==> src/rtl/alu_control_sequencer_pkg.sv <==
// Shared definitions for the hardwired control unit: ALU opcodes, sequencer
// state encoding and instruction-register field positions.
package cpu_defs_pkg;

   localparam logic [4:0] OP_ADD  = 5'b00011;
   localparam logic [4:0] OP_SUB  = 5'b00100;
   localparam logic [4:0] OP_AND  = 5'b00101;
   localparam logic [4:0] OP_OR   = 5'b00110;
   localparam logic [4:0] OP_SHR  = 5'b00111;
   localparam logic [4:0] OP_SHL  = 5'b01001;
   localparam logic [4:0] OP_SHRA = 5'b01010;
   localparam logic [4:0] OP_ROR  = 5'b01011;
   localparam logic [4:0] OP_ROL  = 5'b01100;
   localparam logic [4:0] OP_MUL  = 5'b01111;
   localparam logic [4:0] OP_DIV  = 5'b10000;
   localparam logic [4:0] OP_NEG  = 5'b10001;
   localparam logic [4:0] OP_NOT  = 5'b10010;
   localparam logic [4:0] OP_NOP  = 5'b11010;
   localparam logic [4:0] OP_HALT = 5'b11011;

   localparam logic [2:0] ST_T0   = 3'd0;
   localparam logic [2:0] ST_T1   = 3'd1;
   localparam logic [2:0] ST_T2   = 3'd2;
   localparam logic [2:0] ST_T3   = 3'd3;
   localparam logic [2:0] ST_T4   = 3'd4;
   localparam logic [2:0] ST_T5   = 3'd5;
   localparam logic [2:0] ST_T6   = 3'd6;
   localparam logic [2:0] ST_HALT = 3'd7;

   localparam int IR_OP_HI = 31;
   localparam int IR_OP_LO = 27;
   localparam int IR_RA_HI = 26;
   localparam int IR_RA_LO = 23;
   localparam int IR_RB_HI = 22;
   localparam int IR_RB_LO = 19;
   localparam int IR_RC_HI = 18;
   localparam int IR_RC_LO = 15;

   typedef enum logic [2:0] {
      CLS_TWO,
      CLS_MULDIV,
      CLS_UNARY,
      CLS_NOP,
      CLS_HALT,
      CLS_ILLEGAL
   } op_class_t;

   function automatic op_class_t op_class(input logic [4:0] op);
      case (op)
         OP_ADD, OP_SUB, OP_AND, OP_OR, OP_SHR,
         OP_SHL, OP_SHRA, OP_ROR, OP_ROL:       op_class = CLS_TWO;
         OP_MUL, OP_DIV:                        op_class = CLS_MULDIV;
         OP_NEG, OP_NOT:                        op_class = CLS_UNARY;
         OP_NOP:                                op_class = CLS_NOP;
         OP_HALT:                               op_class = CLS_HALT;
         default:                               op_class = CLS_ILLEGAL;
      endcase
   endfunction

endpackage

==> src/rtl/alu_control_sequencer_if.sv <==
// Control bundle between the sequencer (master) and the single-bus datapath (slave).
interface alu_control_sequencer_if #(
   parameter int NREGS = 16,
   parameter int OPW   = 5
);
   logic [31:0]      ir;
   logic             mem_done;
   logic             stop;
   logic [NREGS-1:0] reg_in;
   logic [NREGS-1:0] reg_out;
   logic             PCout, PCin, incPC, MARin, MDRin, MDRout, read, IRin;
   logic             Yin, Zin, ZLowOut, ZHighOut, HIin, LOin;
   logic [OPW-1:0]   opcode;
   logic             run;
   logic             illegal;

   modport master (
      input  ir, mem_done, stop,
      output reg_in, reg_out,
      output PCout, PCin, incPC, MARin, MDRin, MDRout, read, IRin,
      output Yin, Zin, ZLowOut, ZHighOut, HIin, LOin,
      output opcode, run, illegal
   );

   modport slave (
      output ir, mem_done, stop,
      input  reg_in, reg_out,
      input  PCout, PCin, incPC, MARin, MDRin, MDRout, read, IRin,
      input  Yin, Zin, ZLowOut, ZHighOut, HIin, LOin,
      input  opcode, run, illegal
   );
endinterface

==> src/rtl/alu_control_sequencer_reg_select_decoder.sv <==
// 4-bit register index to one-hot strobe vector; all zero when disabled.
module reg_select_decoder #(
   parameter int NREGS = 16
) (
   input  logic [3:0]       idx,
   input  logic             en,
   output logic [NREGS-1:0] onehot
);
   always_comb begin
      onehot = '0;
      for (int unsigned i = 0; i < NREGS; i++) begin
         if (en && (idx == 4'(i))) onehot[i] = 1'b1;
      end
   end
endmodule

==> src/rtl/alu_control_sequencer.sv <==
// Hardwired fetch/execute sequencer (T0..T6, HALT) for register-register ALU
// instructions on the single-bus datapath.
module alu_control_sequencer
   import cpu_defs_pkg::*;
#(
   parameter int NREGS = 16,
   parameter int OPW   = 5
) (
   input logic                     clock,
   input logic                     clear,
   alu_control_sequencer_if.master bus
);
   logic [2:0] state, state_nxt;
   logic       cleared;
   logic       stop_pending;
   logic       illegal_q;
   logic       final_step;
   op_class_t  cls;
   logic [3:0] ra, rb, rc;
   logic       in_en, out_en;
   logic [3:0] in_idx, out_idx;
   logic       zin;
   logic       unused_ir;

   assign cls       = op_class(bus.ir[IR_OP_HI:IR_OP_LO]);
   assign ra        = bus.ir[IR_RA_HI:IR_RA_LO];
   assign rb        = bus.ir[IR_RB_HI:IR_RB_LO];
   assign rc        = bus.ir[IR_RC_HI:IR_RC_LO];
   assign unused_ir = ^bus.ir[IR_RC_LO-1:0];

   always_comb begin
      state_nxt  = state;
      final_step = 1'b0;
      case (state)
         ST_T0: state_nxt = ST_T1;
         ST_T1: if (bus.mem_done) state_nxt = ST_T2;
         ST_T2: state_nxt = ST_T3;
         ST_T3: begin
            case (cls)
               CLS_TWO, CLS_MULDIV, CLS_UNARY: state_nxt = ST_T4;
               CLS_NOP:                        final_step = 1'b1;
               default:                        state_nxt = ST_HALT;
            endcase
         end
         ST_T4: begin
            if (cls == CLS_TWO || cls == CLS_MULDIV) state_nxt = ST_T5;
            else                                     final_step = 1'b1;
         end
         ST_T5: begin
            if (cls == CLS_MULDIV) state_nxt = ST_T6;
            else                   final_step = 1'b1;
         end
         ST_T6:   final_step = 1'b1;
         default: state_nxt = ST_HALT;
      endcase
      if (final_step) state_nxt = (bus.stop || stop_pending) ? ST_HALT : ST_T0;
   end

   // The first cycle after a clear edge is a quiet T0 (no strobes); stepping
   // resumes from a real T0 on the following edge. A stop seen at any point of
   // an instruction is held until its final execute step.
   always_ff @(posedge clock) begin
      if (clear) begin
         state        <= ST_T0;
         cleared      <= 1'b1;
         stop_pending <= 1'b0;
         illegal_q    <= 1'b0;
      end else begin
         cleared <= 1'b0;
         if (!cleared) state <= state_nxt;
         if (final_step && !cleared) stop_pending <= 1'b0;
         else                        stop_pending <= stop_pending | bus.stop;
         if (!cleared && state == ST_T3 && cls == CLS_ILLEGAL) illegal_q <= 1'b1;
      end
   end

   always_comb begin
      bus.PCout    = 1'b0;
      bus.PCin     = 1'b0;
      bus.incPC    = 1'b0;
      bus.MARin    = 1'b0;
      bus.MDRin    = 1'b0;
      bus.MDRout   = 1'b0;
      bus.read     = 1'b0;
      bus.IRin     = 1'b0;
      bus.Yin      = 1'b0;
      bus.ZLowOut  = 1'b0;
      bus.ZHighOut = 1'b0;
      bus.HIin     = 1'b0;
      bus.LOin     = 1'b0;
      zin          = 1'b0;
      in_en        = 1'b0;
      out_en       = 1'b0;
      in_idx       = '0;
      out_idx      = '0;
      if (!cleared) begin
         case (state)
            ST_T0: begin
               bus.PCout = 1'b1;
               bus.MARin = 1'b1;
               bus.incPC = 1'b1;
               zin       = 1'b1;
            end
            ST_T1: begin
               bus.ZLowOut = 1'b1;
               bus.read    = 1'b1;
               bus.MDRin   = 1'b1;
               bus.PCin    = bus.mem_done;
            end
            ST_T2: begin
               bus.MDRout = 1'b1;
               bus.IRin   = 1'b1;
            end
            ST_T3: begin
               case (cls)
                  CLS_TWO:    begin out_en = 1'b1; out_idx = rb; bus.Yin = 1'b1; end
                  CLS_MULDIV: begin out_en = 1'b1; out_idx = ra; bus.Yin = 1'b1; end
                  CLS_UNARY:  begin out_en = 1'b1; out_idx = rb; zin = 1'b1; end
                  default:    ;
               endcase
            end
            ST_T4: begin
               case (cls)
                  CLS_TWO:    begin out_en = 1'b1; out_idx = rc; zin = 1'b1; end
                  CLS_MULDIV: begin out_en = 1'b1; out_idx = rb; zin = 1'b1; end
                  CLS_UNARY:  begin bus.ZLowOut = 1'b1; in_en = 1'b1; in_idx = ra; end
                  default:    ;
               endcase
            end
            ST_T5: begin
               case (cls)
                  CLS_TWO:    begin bus.ZLowOut = 1'b1; in_en = 1'b1; in_idx = ra; end
                  CLS_MULDIV: begin bus.ZLowOut = 1'b1; bus.LOin = 1'b1; end
                  default:    ;
               endcase
            end
            ST_T6: begin
               if (cls == CLS_MULDIV) begin
                  bus.ZHighOut = 1'b1;
                  bus.HIin     = 1'b1;
               end
            end
            default: ;
         endcase
      end
      bus.Zin     = zin;
      bus.opcode  = zin ? OPW'(bus.ir[IR_OP_HI:IR_OP_LO]) : '0;
      bus.run     = (state != ST_HALT);
      bus.illegal = illegal_q;
   end

   reg_select_decoder #(.NREGS(NREGS)) u_in_dec (
      .idx    (in_idx),
      .en     (in_en),
      .onehot (bus.reg_in)
   );

   reg_select_decoder #(.NREGS(NREGS)) u_out_dec (
      .idx    (out_idx),
      .en     (out_en),
      .onehot (bus.reg_out)
   );

endmodule

==> src/flat_wrapper.sv <==
// flat-port wrapper written by rule: the top's interface ports become plain ports
module alu_control_sequencer_flat import cpu_defs_pkg::*;
#(
   parameter int NREGS = 16,
   parameter int OPW   = 5
)
  (clock, clear, bus_ir, bus_mem_done, bus_stop, bus_reg_in, bus_reg_out, bus_PCout, bus_PCin, bus_incPC, bus_MARin, bus_MDRin, bus_MDRout, bus_read, bus_IRin, bus_Yin, bus_Zin, bus_ZLowOut, bus_ZHighOut, bus_HIin, bus_LOin, bus_opcode, bus_run, bus_illegal);
  alu_control_sequencer_if #(.NREGS(NREGS), .OPW(OPW)) bus_i ();
  input logic clock;
  input logic clear;
  input wire logic [$bits(bus_i.ir)-1:0] bus_ir;
  input wire logic [$bits(bus_i.mem_done)-1:0] bus_mem_done;
  input wire logic [$bits(bus_i.stop)-1:0] bus_stop;
  output wire logic [$bits(bus_i.reg_in)-1:0] bus_reg_in;
  output wire logic [$bits(bus_i.reg_out)-1:0] bus_reg_out;
  output wire logic [$bits(bus_i.PCout)-1:0] bus_PCout;
  output wire logic [$bits(bus_i.PCin)-1:0] bus_PCin;
  output wire logic [$bits(bus_i.incPC)-1:0] bus_incPC;
  output wire logic [$bits(bus_i.MARin)-1:0] bus_MARin;
  output wire logic [$bits(bus_i.MDRin)-1:0] bus_MDRin;
  output wire logic [$bits(bus_i.MDRout)-1:0] bus_MDRout;
  output wire logic [$bits(bus_i.read)-1:0] bus_read;
  output wire logic [$bits(bus_i.IRin)-1:0] bus_IRin;
  output wire logic [$bits(bus_i.Yin)-1:0] bus_Yin;
  output wire logic [$bits(bus_i.Zin)-1:0] bus_Zin;
  output wire logic [$bits(bus_i.ZLowOut)-1:0] bus_ZLowOut;
  output wire logic [$bits(bus_i.ZHighOut)-1:0] bus_ZHighOut;
  output wire logic [$bits(bus_i.HIin)-1:0] bus_HIin;
  output wire logic [$bits(bus_i.LOin)-1:0] bus_LOin;
  output wire logic [$bits(bus_i.opcode)-1:0] bus_opcode;
  output wire logic [$bits(bus_i.run)-1:0] bus_run;
  output wire logic [$bits(bus_i.illegal)-1:0] bus_illegal;
  assign bus_i.ir = bus_ir;
  assign bus_i.mem_done = bus_mem_done;
  assign bus_i.stop = bus_stop;
  assign bus_reg_in = bus_i.reg_in;
  assign bus_reg_out = bus_i.reg_out;
  assign bus_PCout = bus_i.PCout;
  assign bus_PCin = bus_i.PCin;
  assign bus_incPC = bus_i.incPC;
  assign bus_MARin = bus_i.MARin;
  assign bus_MDRin = bus_i.MDRin;
  assign bus_MDRout = bus_i.MDRout;
  assign bus_read = bus_i.read;
  assign bus_IRin = bus_i.IRin;
  assign bus_Yin = bus_i.Yin;
  assign bus_Zin = bus_i.Zin;
  assign bus_ZLowOut = bus_i.ZLowOut;
  assign bus_ZHighOut = bus_i.ZHighOut;
  assign bus_HIin = bus_i.HIin;
  assign bus_LOin = bus_i.LOin;
  assign bus_opcode = bus_i.opcode;
  assign bus_run = bus_i.run;
  assign bus_illegal = bus_i.illegal;
  alu_control_sequencer #(.NREGS(NREGS), .OPW(OPW)) u_core (.clock(clock), .clear(clear), .bus(bus_i));
endmodule
==> config.mk <==
export PLATFORM = sky130hd
export DESIGN_NAME = alu_control_sequencer_flat
export DESIGN_NICKNAME = d
export VERILOG_FILES = /design/src/rtl/alu_control_sequencer_pkg.sv /design/src/rtl/alu_control_sequencer_if.sv /design/src/rtl/alu_control_sequencer_reg_select_decoder.sv /design/src/rtl/alu_control_sequencer.sv /design/src/flat_wrapper.sv
export SDC_FILE = /design/constraint.sdc
export NUM_CORES = 1
export LEC_CHECK = 0
export ABC_CLOCK_PERIOD_IN_PS = 6180
export CORE_AREA = 2 2 60 62
export DETAILED_ROUTE_END_ITERATION = 8
export DIE_AREA = 0 0 62 64
export GPL_TIMING_DRIVEN = 0
export PLACE_DENSITY = 0.89
export SLEW_MARGIN = 10
export SYNTH_ARGS = -nofsm -noshare
export SYNTH_HDL_FRONTEND = slang
export SYNTH_HIERARCHICAL = 1
export SYNTH_SLANG_ARGS = --single-unit
export TNS_END_PERCENT = 100
==> constraint.sdc <==
create_clock -name clock -period 6.18 [get_ports clock]
set_input_delay 1.545 -clock clock [delete_from_list [all_inputs] [get_ports clock]]
set_output_delay 1.545 -clock clock [all_outputs]
set_load 0.1 [all_outputs]
==> results of run 1 <==
-- sequential cells by signal (all words and copies together) (netlist names) --
register,cells
u_core/state,3
u_core/bus.illegal,1
u_core/cleared,1
u_core/stop_pending,1
-- final timing paths --
kind / from / end
worst min register to register: u_core/bus.illegal / u_core/bus.illegal
worst max-delay path: bus_ir[30] / bus_reg_in[0]
worst max register to register: u_core/state[1] / u_core/state[0]
worst min-delay path: u_core/bus.illegal / u_core/bus.illegal
-- synthesized netlist by cell type, types with 2 or more instances --
cell type	n	area [sq um]
inv_1	5	18.77
nor3_1	17	85.08
nand3b_1	4	30.03
nand2b_1	8	50.05
buf_4	6	45.04
nor2b_1	2	12.51
nor3b_2	3	37.54
a21o_1	2	15.01
or3_1	2	12.51
nor2_1	34	127.6
clkbuf_1	4	15.01
nor4_1	2	12.51
dfxtp_1	6	120.1
a211oi_1	6	45.04
nand3_1	3	15.01
a21oi_1	7	35.03
a22oi_1	4	30.03
nor3_2	2	20.02
nand2_1	16	60.06
a211oi_2	2	25.02
a31oi_1	2	12.51
ha_1	4	50.05
and2_1	5	31.28
or3b_4	2	22.52
-- worst min-delay path, stage by stage, from the launching register on --
cell and delay [ps]:
dfxtp_1 330, a31oi_1 50, nor2_1 70
-- power by group --
part	internal, mW	total [mW]	switching, mW
clock	0.0219	0.0346	0.0127
sequential	0.0409	0.0431	0.00212
combinational	0.0428	0.134	0.0907
-- area by class of cell --
class                   instances  area share, %
repair buffers                 78          34.95
clock buffers                   3          1.063
plain buffers                  10          2.834
flip-flops and latches          6          5.667
well taps                      46          2.715
multi-input cells             150          51.89
inverters                       5         0.8855
-- repair_timing --
item	in CTS	in global routing
pin swaps	0	7
gates cloned	0	0
setup endpoints to repair	43	36
setup buffers	1	4
hold buffers	0	0
resized for setup	230	14
-- cell families (layout without fill, tap and decap cells) --
kind of cell | Yosys count | in the layout
buffers and inverters | 15 | 96
AOI/OAI and AO/OA | 34 | 34
DFF | 6 | 6
muxes | 2 | 2
adders and majority gates | 4 | 4
and+or+nand+nor | 109 | 109
xor gates and xnor gates | 1 | 1
-- per-layer routing --
metal	share of wire, %	up-vias	track usage (%)
li1	-	778	-
met1	39	727	23.13
met2	51	61	34.11
met3	9.6	2	3.036
met4	0.47	0	4.521
met5	0	-	0
-- per-stage QoR --
stage,hold slack [ps],utilization [%],instance area (sq um),setup slack (ps)
2_1_floorplan,498.1,-,1247,-441.2
4_1_cts,484.5,62.21,2043,-1.508
5_1_grt,529.1,64.53,2120,70.21
6_report,478.3,64.53,2120,173.1
3_3_place_gp,467.9,61.98,2036,-978.1
3_5_place_dp,469.1,61.98,2036,-1108
==> impl_metrics.toml, run 1 <==
[cells_and_area]
layout.cells.non_filler = 298
nets = 294
final_cell_mix = "buf_4 (33), clkdlybuf4s50_1 (29), nor2_2 (24), nand2_1 (13)"
drive_gt1_share_pct = 44.44
antennaDiodeCount = 0
multi_input_area_sq_um = 1100
regArea_sq_um = 120.1
final_common_cell = "buf_4"
fillers = 300
area_delta_synth_final_pct = 86.98

[yosys]
synth_cell_types = 47
synth.ff_latch_count = 6
synthFlopType = "dfxtp_1"
synth-compound-area-share_pct = 22.74
synth_edf_count = 0
syn_area_sq_um = 1134
yosys_warnings = 6
synth-xor-area-share_pct = 0.7726
synth_seq_area_share_pct = 10.60
syn_area_per_cell_sq_um = 6.629
syn_nets = 211
synth_mux_area_share_pct = 2.208
synth-simple-area-share_pct = 52.32
synth_fa_ha_area_share_pct = 4.415
synth_top_family_by_area = "simple AND/OR/NAND/NOR gates"
postSynth.asyncResetShare_pct = 0
syn_inst = 171

[timing]
clock_skew_ps = 3.144
drv_slew = 0
setup_tns_ps = 0
tightest_slew_ps = 982.8
slew_headroom_pct = 34.74
rsz0062_at_grt = "false"
hold_violations = 0
final.min_clock_period_ps = 6007
fmax_ghz = 0.1665
post-route-period-util_pct = 97.20
finalSetupViolations = 0

[critical_path]
worstSetupPathType = "input pin to output pin"
r2r_cells = 7
cpLargestDelayFamily = "simple AND/OR/NAND/NOR gates"
critPathSlowestCell = "clkdlybuf4s50_1"
max_stage_delay_ps = 560
crit_buf_inv = 3
cp-end-kind = "output pin"
crit_fanout = 8
reg2reg_slack_ps = 4400
worstPathRequired_ps = 4640
path_depth = 11
cp-start-kind = "input pin"
worstPathCellList = "clkdlybuf4s50_1, nor3_2, a311oi_1, or2_1, buf_4, nor2b_2, and4_4, and2_1, or3b_4, nor3_2, buf_4"
arrival_ps = 4460

[run_status]
run_status = "completed"

[floorplan]
pin_count = 89
num_rows = 21
initial_core_util_pct = 34.51
die_w_um = 62
die_y_um = 64
dieArea_sq_um = 3968
core_sq_um = 3284

[power_and_ir_drop]
total_power_mw = 0.2111
power_density_nw_per_um2 = 99.62
ir_drop_v = 0.00009955
p_leak_nw = 0.8427

[route]
drt_iter0_markers = 65
wire_per_inst_um = 13.44
wl_um = 4005
vias_per_cell = 5.262
drcViolationCount = 0
dr_total_vias = 1568
dr.pass1.iters = 4
antenna_left = 0

[clocking]
clk_pin_slew_ps = 40
clock_path_buffers = 2
clock_latency_ps = 240
cts.sinks = 6
tritoncts = "done"
clock-root-buffer = "clkbuf_4"
htreeDepth = 1
numCtsBuffers = 3

[global_routing]
track_usage_pct = 19.18
overflow = 0
grt_antenna_before_repair = 0
grt_max_degree = 11
grt_pass1_vias = 1377
grt_pass1_wl_um = 6030

[place]
place.gp.congestion = 0.8565
hpwl_um = 3160
numPortBuffers = 73
placed_cells = 290

[min_path]
holdPathStages = 2
hp-class = "flip-flop to flip-flop"

[flow_run]
drv_cap = 0
No activity file was read; power rests on OpenSTA's default activity.
==> run 2, diff against run 1 <==
- CORE_AREA: 2 2 60 62 -> 2 2 57 59
- DIE_AREA: 0 0 62 64 -> 0 0 59 61
- DONT_BUFFER_PORTS: unset -> 1
- PLACE_DENSITY: 0.89 -> 0.58
==> impl_metrics.toml, run 2 (same netlist as run 1, synthesis figures left out) <==
[run_status]
run_status = "completed"

[place]
place.gp.congestion = 0.8137
numPortBuffers = 0
hpwl_um = 2897
placed_cell_area_sq_um = 1526
dp_slack_ps = -298.8

[global_routing]
grt_pass1_vias = 1206
track_usage_pct = 19.56
grt_max_degree = 11
grt_pass1_wl_um = 5423
overflow = 0
grt_antenna_before_repair = 0

[floorplan]
pin_count = 89
die_y_um = 61
dieArea_sq_um = 3599
initial_core_util_pct = 38.39
core_sq_um = 2953
num_rows = 20
die_w_um = 59

[route]
drcViolationCount = 0
dr_total_vias = 1387
drt_iter0_markers = 70
dr.pass1.iters = 5
vias_per_cell = 6.137
wl_um = 3964
wire_per_inst_um = 17.54
antenna_left = 0

[critical_path]
max_stage_delay_ps = 770
crit_fanout = 6
cpLargestDelayFamily = "simple AND/OR/NAND/NOR gates"
worstSetupPathType = "input pin to output pin"
cp-start-kind = "input pin"
worstPathRequired_ps = 4640
critPathSlowestCell = "nor3_4"
crit_buf_inv = 1
cp-end-kind = "output pin"
arrival_ps = 4560
worstPathCellList = "clkinvlp_4, ha_4, mux2_4, a211oi_4, o21ai_4, or3_1, a21oi_4, or3b_4, nor3_4"

[cells_and_area]
antennaDiodeCount = 0
nets = 235
largest_register = "u_core/state"
area_delta_synth_final_pct = 65.34
largest_register_ffs = 3
final_common_cell = "nor2_4"
design_area_sq_um = 1874
final_cell_mix = "nor2_4 (24), buf_4 (16), nand2_1 (14), nor3_4 (10), nand2b_1 (8)"
fillers = 241
regArea_sq_um = 120.1
drive_gt1_share_pct = 52.33
fin_util_pct = 63.47
multi_input_area_sq_um = 1386

[timing]
drv_slew = 0
slew_headroom_pct = 29.34
hold_violations = 0
final.min_clock_period_ps = 6100
rsz0062_at_grt = "true"
post-route-period-util_pct = 98.71
timing.hold.ws_ps = 551.2
tightest_slew_ps = 1059
finalSetupViolations = 0
clock_skew_ps = 5.368
timing.final.ws_setup_ps = 79.58
fmax_ghz = 0.1639

[power_and_ir_drop]
power_density_nw_per_um2 = 107.7
total_power_mw = 0.2019
ir_drop_v = 0.0001083
p_leak_nw = 0.5440

[clocking]
htreeDepth = 1
clock_path_buffers = 2
numCtsBuffers = 3
clock_latency_ps = 240
clock-root-buffer = "clkbuf_4"
clk_pin_slew_ps = 50
tritoncts = "done"
cts.sinks = 6

[flow_run]
drv_cap = 0

[min_path]
hp-class = "flip-flop to flip-flop"
run 2: cell count changes in the layout (fill, tap and decap cells not counted), moves of 4 or more:
cell | before | now
nor2_2 | 24 | 3
clkdlybuf4s50_1 | 29 | 0
buf_8 | 0 | 6
nor2_4 | 0 | 24
clkdlybuf4s15_2 | 5 | 0
buf_4 | 33 | 16
buf_6 | 9 | 0
nor3_2 | 10 | 6
nor3_4 | 1 | 10
nor3_1 | 8 | 3
dlygate4sd2_1 | 4 | 0
run 2: power breakdown:
| part | switching [mW] | internal, mW | leakage [nW] | total, mW |
|---|---|---|---|---|
| sequential | 0.00270 | 0.0409 | 0.0495 | 0.0436 |
| clock | 0.0131 | 0.0219 | 0.0138 | 0.0350 |
| combinational | 0.0917 | 0.0315 | 0.481 | 0.123 |
run 2: routing by layer:
| metal | GRT usage, % | up-vias | wire (um) |
|---|---|---|---|
| met5 | 0 | - | 0 |
| met4 | 7.468 | 0 | 42 |
| met3 | 2.772 | 4 | 259 |
| met2 | 36.83 | 64 | 2188 |
| met1 | 22.24 | 657 | 1474 |
| li1 | - | 662 | - |
run 2: worst register-to-register path, delay by kind of cell (launching register included):
kind | cells | cell delay (ps)
AO/OA/AOI/OAI | 3 | 380
buffers and inverters | 1 | 480
flip-flops | 1 | 440
AND/OR/NAND/NOR | 3 | 550
run 2: area by class of cell:
class,instances,share of cell area [%]
repair buffers,19,11.82
multi-input cells,150,73.97
well taps,33,2.203
inverters,5,1.202
clock buffers,3,1.202
plain buffers,10,3.204
flip-flops and latches,6,6.409
run 2: path summary, 6_finish.rpt:
path	startpoint	endpoint	slack, ps	depth (start not counted)
max	bus_ir[27]	bus_reg_out[0]	80	9
min	u_core/stop_pending	u_core/stop_pending	550	2
max reg2reg	u_core/state[1]	u_core/state[1]	4230	7
min reg2reg	u_core/stop_pending	u_core/stop_pending	550	2
run 2: stage by stage:
step           cells  setup TNS (ps)
6_report         226               0
2_1_floorplan    171           -1316
3_3_place_gp     204           -4083
4_1_cts          215           -1885
3_5_place_dp     212           -5853
5_1_grt          226          -63.77
run 2: repair_timing:
action	CTS	global route
pin swaps	3	14
hold buffers	0	0
gates cloned	0	0
resized for setup	17	31
setup buffers	0	10
setup endpoints to repair	25	32
==> run 3, diff against run 2 <==
- ABC_AREA: unset -> 1
- ABC_CLOCK_PERIOD_IN_PS: 6180 -> 6900
- CORE_AREA: 2 2 57 59 -> 2 2 62 64
- DIE_AREA: 0 0 59 61 -> 0 0 64 66
- clock period: 6.18 -> 6.9 ns (I/O delays scaled with it)
==> impl_metrics.toml, run 3 <==
[critical_path]
worstSetupPathType = "input pin to output pin"
reg2reg_slack_ps = 5330
r2r_cells = 11
cp-start-kind = "input pin"
cp-end-kind = "output pin"
worstPathRequired_ps = 5180
arrival_ps = 4390
timing.rr.start = "u_core/state[2]"
r2r-end = "u_core/state[2]"
crit_fanout = 10

[timing]
fmax_ghz = 0.1635
final.min_clock_period_ps = 6117
setup_tns_ps = 0
slew_headroom_pct = 28.89
drv_slew = 0
hold_violations = 0
finalSetupViolations = 0
tightest_slew_ps = 1066
rsz0062_at_grt = "false"
post-route-period-util_pct = 88.65
clock_skew_ps = 3.891

[yosys]
synth_seq_area_share_pct = 8.881
synth_cell_types = 28
synth_area_leaders = "nor2_1 (17%), nand2_1 (15%), inv_1 (12%), dfxtp_1 (8.9%), nand3_1 (7.0%)"
syn_area_per_cell_sq_um = 5.222
syn_area_sq_um = 1353
synthFlopType = "dfxtp_1"
yosys.area.top_type = "nor2_1"
synthTopCellsByCount = "nor2_1 (60), nand2_1 (55), inv_1 (44)"
yosysMostFrequentCell = "nor2_1"
synth.ff_latch_count = 6
syn_inst = 259
yosys_warnings = 6
synth_edf_count = 0
syn_nets = 299
postSynth.asyncResetShare_pct = 0
synth_top_area_share_pct = 16.65

[floorplan]
initial_core_util_pct = 38.09
die_y_um = 66
core_sq_um = 3551
num_rows = 22
dieArea_sq_um = 4224
pin_count = 89
die_w_um = 64

[power_and_ir_drop]
internal-power_mw = 0.09455
sequentialPowerShare_pct = 18.0
combinationalPowerShare_pct = 68.3
ir_drop_v = 0.0001006
power_density_nw_per_um2 = 131.8
swShare_pct = 58.87
clkPwrFrac_pct = 13.7
switchingPower_mw = 0.1353
p_leak_nw = 0.7919

[route]
wl_um = 3477
vias_per_cell = 4.825
wire_per_inst_um = 10.87
drt_iter0_markers = 47
antenna_left = 0
dr_total_vias = 1544
drcViolationCount = 0
dr.pass1.iters = 6

[clocking]
htreeDepth = 1
tritoncts = "done"
cts.sinks = 6
clk_pin_slew_ps = 40
clock_path_buffers = 2
numCtsBuffers = 3
clock_latency_ps = 240
clock-root-buffer = "clkbuf_4"
cts_hold_buf = 0
post-cts-setup-buffers = 0
ctsResizeCount = 0

[cells_and_area]
area_delta_synth_final_pct = 28.95
final_common_cell = "nand2_1"
largest_register_ffs = 3
largest_register = "u_core/state"
layout.cells.non_filler = 320
nets = 314
drive_gt1_share_pct = 33.82
final_cell_mix = "nand2_1 (55), inv_1 (44), nor2_2 (40), nor2_1 (21), nand3_1 (19)"
antennaDiodeCount = 0
fillers = 412

[min_path]
hp-class = "flip-flop to flip-flop"
holdPathStages = 2
whs_endpoint = "u_core/stop_pending"
worstHoldStart = "u_core/stop_pending"

[global_routing]
top_usage_layer = "met2"
globalRouteMet3Util_pct = 2.215
track_usage_pct = 15.89
overflow = 0
globalRouteMet1Util_pct = 21.56
grt_max_degree = 11
grt_antenna_before_repair = 0
grt_pass1_vias = 1312
grt_pass1_wl_um = 5540
grtUsageMet2_pct = 27.08

[run_status]
run_status = "completed"

[place]
placed_cells = 317
numPortBuffers = 0
place.gp.congestion = 0.8578
hpwl_um = 2989

[flow_run]
drv_cap = 0
run 3: cell type report:
type                       instances  area [sq um]  share of cell area (%)
multi-input combinational        195          1109                   63.56
inverter                          49         188.9                   10.83
timing repair buffer              10         178.9                   10.26
sequential                         6         120.1                   6.887
buffer                             9         65.06                   3.730
tap                               48         60.06                   3.443
clock buffer                       3         22.52                   1.291
run 3: layer usage:
metal  vias to the layer above  routed length [um]  share of wire (%)
li1                        820                   -                  -
met1                       681                1655                 48
met2                        43                1666                 48
met3                         0                 155                4.5
met4                         0                   0                  0
met5                         -                   0                  0
run 3: worst max path at each step:
stage	endpoint	slack (ps)	start	cells past startpoint
CTS	bus_reg_out[12]	790	bus_ir[27]	11
floorplan	bus_LOin	450	bus_ir[27]	10
detailed placement	bus_reg_out[6]	810	bus_ir[27]	14
global placement	bus_LOin	260	bus_ir[27]	10
finish	bus_reg_out[6]	780	bus_ir[27]	14
global route	bus_reg_in[1]	570	bus_ir[27]	15
run 3: stage by stage:
stage               hold WS (ps)  instance area, sq um  util [%]  total power [mW]  worst slack (ps)
floorplan                  486.0                  1358         -            0.1702             453.3
global placement           510.0                  1418     39.92            0.1838             256.1
detailed placement         511.1                  1722     48.48            0.1992             811.0
CTS                        518.5                  1744     49.12            0.2322             793.3
global route               553.2                  1744     49.12            0.2468             566.3
finish                     513.3                  1744     49.12            0.2299             783.3
run 3: logic make-up after synthesis:
kind of cell	after synthesis	share of synthesized area [%]
DFF	6	8.881
AOI/OAI and AO/OA	28	12.12
and+or+nand+nor	163	56.52
buffers and inverters	58	18.78
adders and majority gates	4	3.700
run 3: power by group through the flow:
stage               logic (mW)  clock network [mW]  registers (mW)
finish                   0.157              0.0316          0.0413
global route             0.168              0.0367          0.0417
CTS                      0.158              0.0333          0.0412
detailed placement       0.157                   0          0.0418
global placement         0.142                   0          0.0416
floorplan                0.129                   0          0.0409
run 3: critical path: stages:
cell and delay, ps:
inv_1 70, ha_1 350, nand2_2 80, nand2_2 70, nand3_4 110, inv_4 60, nor2_4 110, nand2_2 70
buf_6 140, o22ai_1 100, nand2_1 70, a21oi_1 380, nand3_1 210, nor2_2 840
